===== src/rtl/ship_board.sv =====
// ship_board: one player's board for a single-cell-ship battleship game.
//
// Placement: a rising edge of place_req requests a ship at cell_pos. Out-of-range
// cells are rejected on the next cycle. Legal targets are scanned against their
// 3x3 neighbourhood, one cell per cycle, because ships may not touch, diagonals
// included. The result appears as place_ack or place_err ten cycles after the edge.
// When MAX_SHIPS ships are placed, the board arms and starts accepting shots.
//
// Ports:
//   clk, rst          clock and synchronous active-high reset
//   clear             synchronous board wipe; same effect as rst
//   place_req         placement request level; only its rising edge matters
//   cell_pos          placement cell, [7:4] row, [3:0] column
//   place_ack/err     one-cycle placement result pulses
//   ship_count        ships placed so far; board_full when it equals MAX_SHIPS
//   query_valid/pos   shot request and cell; query_ready says it can be taken
//   resp_valid        one-cycle pulse with resp_hit / resp_repeat
//   all_sunk          every ship has been hit; holds until rst or clear
//   occ_map, shot_map ship and fired-at bitmaps, bit row*BOARD_N+col
module ship_board #(
    parameter int BOARD_N   = 10,
    parameter int MAX_SHIPS = 10
) (
    input  logic                       clk,
    input  logic                       rst,
    input  logic                       clear,
    input  logic                       place_req,
    input  logic [7:0]                 cell_pos,
    output logic                       place_ack,
    output logic                       place_err,
    output logic [3:0]                 ship_count,
    output logic                       board_full,
    input  logic                       query_valid,
    input  logic [7:0]                 query_pos,
    output logic                       query_ready,
    output logic                       resp_valid,
    output logic                       resp_hit,
    output logic                       resp_repeat,
    output logic                       all_sunk,
    output logic [BOARD_N*BOARD_N-1:0] occ_map,
    output logic [BOARD_N*BOARD_N-1:0] shot_map
);

    localparam int          Cells  = BOARD_N * BOARD_N;
    localparam int          IdxW   = $clog2(Cells);
    localparam logic [3:0]  MaxCnt = 4'(MAX_SHIPS);

    typedef enum logic [1:0] {StReady, StCheck, StCommit, StArmed} state_e;

    state_e           state_q, state_d;
    logic             place_req_q;
    logic [7:0]       tgt_q, tgt_d;
    logic [3:0]       scan_q, scan_d;
    logic             conflict_q, conflict_d;
    logic [Cells-1:0] occ_q, occ_d;
    logic [Cells-1:0] shot_q, shot_d;
    logic [3:0]       count_q, count_d;
    logic [3:0]       hits_q, hits_d;
    logic             ack_q, ack_d, err_q, err_d;
    logic             rv_q, rv_d, rh_q, rh_d, rr_q, rr_d;
    logic             sunk_q, sunk_d;

    logic             place_edge, cell_ok, q_ok, nb_on, nb_occ;
    int               nb_row, nb_col;
    logic [IdxW-1:0]  nb_idx, tgt_idx, q_idx;

    assign place_edge = place_req & ~place_req_q;
    assign cell_ok    = (int'(cell_pos[7:4]) < BOARD_N) && (int'(cell_pos[3:0]) < BOARD_N);
    assign q_ok       = (int'(query_pos[7:4]) < BOARD_N) && (int'(query_pos[3:0]) < BOARD_N);

    // Scan step s covers offset (s/3 - 1, s%3 - 1); off-board neighbours read as free.
    assign nb_row  = int'(tgt_q[7:4]) + int'(scan_q) / 3 - 1;
    assign nb_col  = int'(tgt_q[3:0]) + int'(scan_q) % 3 - 1;
    assign nb_on   = (nb_row >= 0) && (nb_row < BOARD_N) && (nb_col >= 0) && (nb_col < BOARD_N);
    assign nb_idx  = nb_on ? IdxW'(nb_row * BOARD_N + nb_col) : '0;
    assign nb_occ  = nb_on && occ_q[nb_idx];
    assign tgt_idx = IdxW'(int'(tgt_q[7:4]) * BOARD_N + int'(tgt_q[3:0]));
    assign q_idx   = q_ok ? IdxW'(int'(query_pos[7:4]) * BOARD_N + int'(query_pos[3:0])) : '0;

    assign query_ready = (state_q == StArmed) && !sunk_q;

    always_comb begin
        state_d    = state_q;
        tgt_d      = tgt_q;
        scan_d     = scan_q;
        conflict_d = conflict_q;
        occ_d      = occ_q;
        shot_d     = shot_q;
        count_d    = count_q;
        hits_d     = hits_q;
        ack_d      = 1'b0;
        err_d      = 1'b0;
        rv_d       = 1'b0;
        rh_d       = 1'b0;
        rr_d       = 1'b0;
        // Registered so it rises the cycle after the hit counter completes.
        sunk_d     = sunk_q | (hits_q == MaxCnt);

        unique case (state_q)
            StReady: begin
                if (place_edge) begin
                    if (!cell_ok) begin
                        err_d = 1'b1;
                    end else begin
                        tgt_d      = cell_pos;
                        scan_d     = 4'd0;
                        conflict_d = 1'b0;
                        state_d    = StCheck;
                    end
                end
            end
            StCheck: begin
                conflict_d = conflict_q | nb_occ;
                scan_d     = scan_q + 4'd1;
                if (scan_q == 4'd8) begin
                    // Result pulses are registered here so they show during COMMIT.
                    state_d = StCommit;
                    ack_d   = ~conflict_d;
                    err_d   = conflict_d;
                end
            end
            StCommit: begin
                if (!conflict_q) begin
                    occ_d[tgt_idx] = 1'b1;
                    if (count_q != MaxCnt) count_d = count_q + 4'd1;
                end
                state_d = (count_d == MaxCnt) ? StArmed : StReady;
            end
            StArmed: begin
                if (query_valid && query_ready) begin
                    rv_d = 1'b1;
                    if (q_ok) begin
                        if (shot_q[q_idx]) begin
                            rr_d = 1'b1;
                        end else begin
                            shot_d[q_idx] = 1'b1;
                            rh_d          = occ_q[q_idx];
                            if (occ_q[q_idx] && hits_q != MaxCnt) hits_d = hits_q + 4'd1;
                        end
                    end
                end
            end
            default: state_d = StReady;
        endcase
    end

    always_ff @(posedge clk) begin
        if (rst || clear) begin
            state_q     <= StReady;
            place_req_q <= 1'b0;
            tgt_q       <= '0;
            scan_q      <= '0;
            conflict_q  <= 1'b0;
            occ_q       <= '0;
            shot_q      <= '0;
            count_q     <= '0;
            hits_q      <= '0;
            ack_q       <= 1'b0;
            err_q       <= 1'b0;
            rv_q        <= 1'b0;
            rh_q        <= 1'b0;
            rr_q        <= 1'b0;
            sunk_q      <= 1'b0;
        end else begin
            state_q     <= state_d;
            place_req_q <= place_req;
            tgt_q       <= tgt_d;
            scan_q      <= scan_d;
            conflict_q  <= conflict_d;
            occ_q       <= occ_d;
            shot_q      <= shot_d;
            count_q     <= count_d;
            hits_q      <= hits_d;
            ack_q       <= ack_d;
            err_q       <= err_d;
            rv_q        <= rv_d;
            rh_q        <= rh_d;
            rr_q        <= rr_d;
            sunk_q      <= sunk_d;
        end
    end

    assign place_ack   = ack_q;
    assign place_err   = err_q;
    assign ship_count  = count_q;
    assign board_full  = (count_q == MaxCnt);
    assign resp_valid  = rv_q;
    assign resp_hit    = rh_q;
    assign resp_repeat = rr_q;
    assign all_sunk    = sunk_q;
    assign occ_map     = occ_q;
    assign shot_map    = shot_q;

endmodule


===== config.mk =====
export PLATFORM = sky130hd
export DESIGN_NAME = ship_board
export DESIGN_NICKNAME = d
export VERILOG_FILES = /design/src/rtl/ship_board.sv
export SDC_FILE = /design/constraint.sdc
export NUM_CORES = 1
export LEC_CHECK = 0
export ABC_AREA = 0
export CORE_ASPECT_RATIO = 2
export CORE_MARGIN = 2
export CORE_UTILIZATION = 45
export DETAILED_ROUTE_END_ITERATION = 8
export HOLD_SLACK_MARGIN = 0.03
export PLACE_DENSITY = 0.7
export SLEW_MARGIN = 30
export SYNTH_ARGS = -nofsm -noshare
export SYNTH_HDL_FRONTEND = slang
export SYNTH_SLANG_ARGS = --single-unit

===== constraint.sdc =====
create_clock -name clk -period 6.7 [get_ports clk]
set_input_delay 1.005 -clock clk [delete_from_list [all_inputs] [get_ports clk]]
set_output_delay 1.005 -clock clk [all_outputs]
set_load 0.005 [all_outputs]

==> qor.csv <==
metric,value,unit
drtIter0Drc,1150,
rsz0062_at_grt,yes,
track_usage,36.7,%
design.core.area,30900,µm²
finalWirelength,61600,µm
netlist_area,14100,µm²
cts_buffers,20,
cap_violations,0,
setup_viol,0,
overflow,0,
crit_path_end_kind,flop,
fin_skew,0.00958,ns
synthCells,1813,
placed_area,18000,µm²
fin_util,62.3,%
drive_gt1_share,17.0,%
async_reset_ff_share,0,%
via_per_inst,6.02,
crit_arrival,7.01,ns
dr.pass1.iters,6,
globalplace.congestion,1.02,
post-route-period-util,98.4,%
antenna_found_initial,0,
grt_pass1_wl,90600,µm
synth.top_cell.area_share,32.7,%
worst_slew_pin_slew,1.07,ns
diodes,0,
ys_seq_area_share,32.7,%
synth_cell_type_count,86,
synth-seq-cells,230,
insertion_delay,0.52,ns
syn_nets,1922,
drc,0,
ant_nets,0,
min_path_type,flop to flop,
finalMaxSlewViolations,0,
final_hold_viol_count,0,
path_max_fanout,6,
synth_edf_count,0,
stdcell_area,19200,µm²
hold_buffers,0,
p_per_area,159,nW/µm²
slowest_delay,0.38,ns
grt_pass1_vias,15900,
syn-mean-instance-area,7.76,µm²
die_x,129,µm
vdd_ir_drop_max,237,µV
fin_cells,2612,
cts.clk_slew.worst_paths,0.07,ns
cts.sinks,230,
worstPathRequired,7.12,ns
io_buffers,232,
slew_headroom,28.5,%
cpMostUsedCell,buf_4,
synth_common_cells,"nor2_1, a21oi_1, dfxtp_1, nand2_1, inv_1",
ys.flop_type,dfxtp_1,
clockBufferDepth,3,
synth_most_common_cell,nor2_1,
root_buffer,clkbuf_16,
io_pins,233,
fmax,0.152,GHz
p_total,3050,µW
cts_tree,built,
cts_max_level,1,
fin_crit,6.59,ns
via_count,15700,
status,finished clean,
fp.dieArea,32800,µm²
die_h,254,µm
fp-row-count,91,
area_growth,36.5,%
synth_area_leaders,"dfxtp_1, a21oi_1, nor2_1, ha_1, nand2_1",
critPathKind,flop to flop,
start_util,45.6,%
wl_per_cell,23.6,µm
grt_max_degree,223,
fin_nets,2291,
hpwlAfterDp,47500,µm
yosys_warnings,0,
start_kind,flop,
synth_top_area_cell,dfxtp_1,
dp.cells,2557,
cp_slowest_cell,ha_1,
hold_ws,0.469,ns
power_leakage,0.00746,µW
-- metal layers --
layer / part of all wire (%) / vias up / global-route usage (%)
met5: 0 / - / 0
met4: 12 / 0 / 36.6
met3: 6.5 / 355 / 8.00
met2: 52 / 793 / 68.2
met1: 29 / 7434 / 30.3
li1: - / 7137 / -
-- path summary, 6_finish.rpt --
kind / slack (ns) / to / cells past startpoint / start
setup / recovery: 0.11 / place_ack / 35 / scan_q[2]
hold / removal: 0.47 / all_sunk / 2 / all_sunk
setup reg to reg: 0.11 / place_ack / 35 / scan_q[2]
hold reg to reg: 0.47 / all_sunk / 2 / all_sunk
-- layout make-up --
cell class | instances | area, µm²
Multi-Input combinational cell | 1398 | 9160
Inverter | 87 | 329
Clock inverter | 10 | 60.1
Timing Repair Buffer | 445 | 3980
Sequential cell | 230 | 4610
Tap cell | 418 | 523
Fill cell | 2751 | 11600
Clock buffer | 24 | 557
-- cell families (layout without fill, tap and decap cells) --
logic type / Yosys count / after routing / share of synthesized area (%)
xor+xnor: 44 / 44 / 2.74
compound gates: 502 / 502 / 22.0
simple gates: 676 / 676 / 21.3
buf+inv: 185 / 566 / 5.16
fa+ha+maj: 88 / 88 / 8.25
flops: 230 / 230 / 32.7
mux: 88 / 88 / 7.85
-- cells in the final DEF, fill, tap and decap left out, types with 6 or more instances in the layout --
master and instances:
a22oi_1 14, a211oi_1 8, inv_1 78, xnor2_1 25, o21ai_1 11, a21oi_2 8
a32oi_1 10, o211ai_1 17, clkdlybuf4s50_1 231, nand2_1 164, o21ai_2 8, or3_1 7
buf_4 205, o21a_1 14, clkbuf_16 21, inv_2 6, and2_1 11, ha_1 71
a21oi_1 262, nor3_1 20, dfxtp_1 228, nand4_1 23, o21ai_0 34, nor2b_1 11
and3_1 17, a31oi_1 11, mux4_2 16, mux2_2 13, nand3_1 49, fa_1 6
xor2_1 14, a21o_1 17, nor3_2 6, o22ai_1 11, clkinv_2 6, nor2_1 309
nor4_1 6, mux2i_1 59, nand2b_1 9
-- registers in the layout (all words and copies together) (netlist names), 2 cells and up --
signal and count:
tgt_q 8, ship_count 4, state_q 2, scan_q 4, hits_q 4, occ_map 100
shot_map 100
-- stage by stage --
step,setup WS (ns),TNS [ns]
4_1_cts,0.0145,0
5_1_grt,-0.226,-0.633
3_3_place_gp,-0.128,-0.321
6_report,0.107,0
3_5_place_dp,-0.197,-0.525
2_1_floorplan,0.0912,0
-- critical path: cells and delay by family, from the launching register on --
family | cells | cell delay (ns)
compound gates | 12 | 2.57
simple gates | 9 | 1.41
buf+inv | 10 | 1.18
fa+ha+maj | 3 | 0.76
flops | 1 | 0.37
xor+xnor | 1 | 0.17
-- what timing repair did --
action | CTS | global route
pin swaps | 3 | 47
gates cloned | 0 | 0
buffers inserted | 1 | 21
resized for setup | 7 | 90
setup endpoints to repair | 3 | 3
-- report_power, final --
part | leakage, µW | switching [µW] | total (µW) | internal, µW
logic | 0.00531 | 347 | 541 | 194
registers | 0.00185 | 2.56 | 1370 | 1370
clock network | 0.000298 | 544 | 1140 | 595
(Power assumes the default switching activity.)
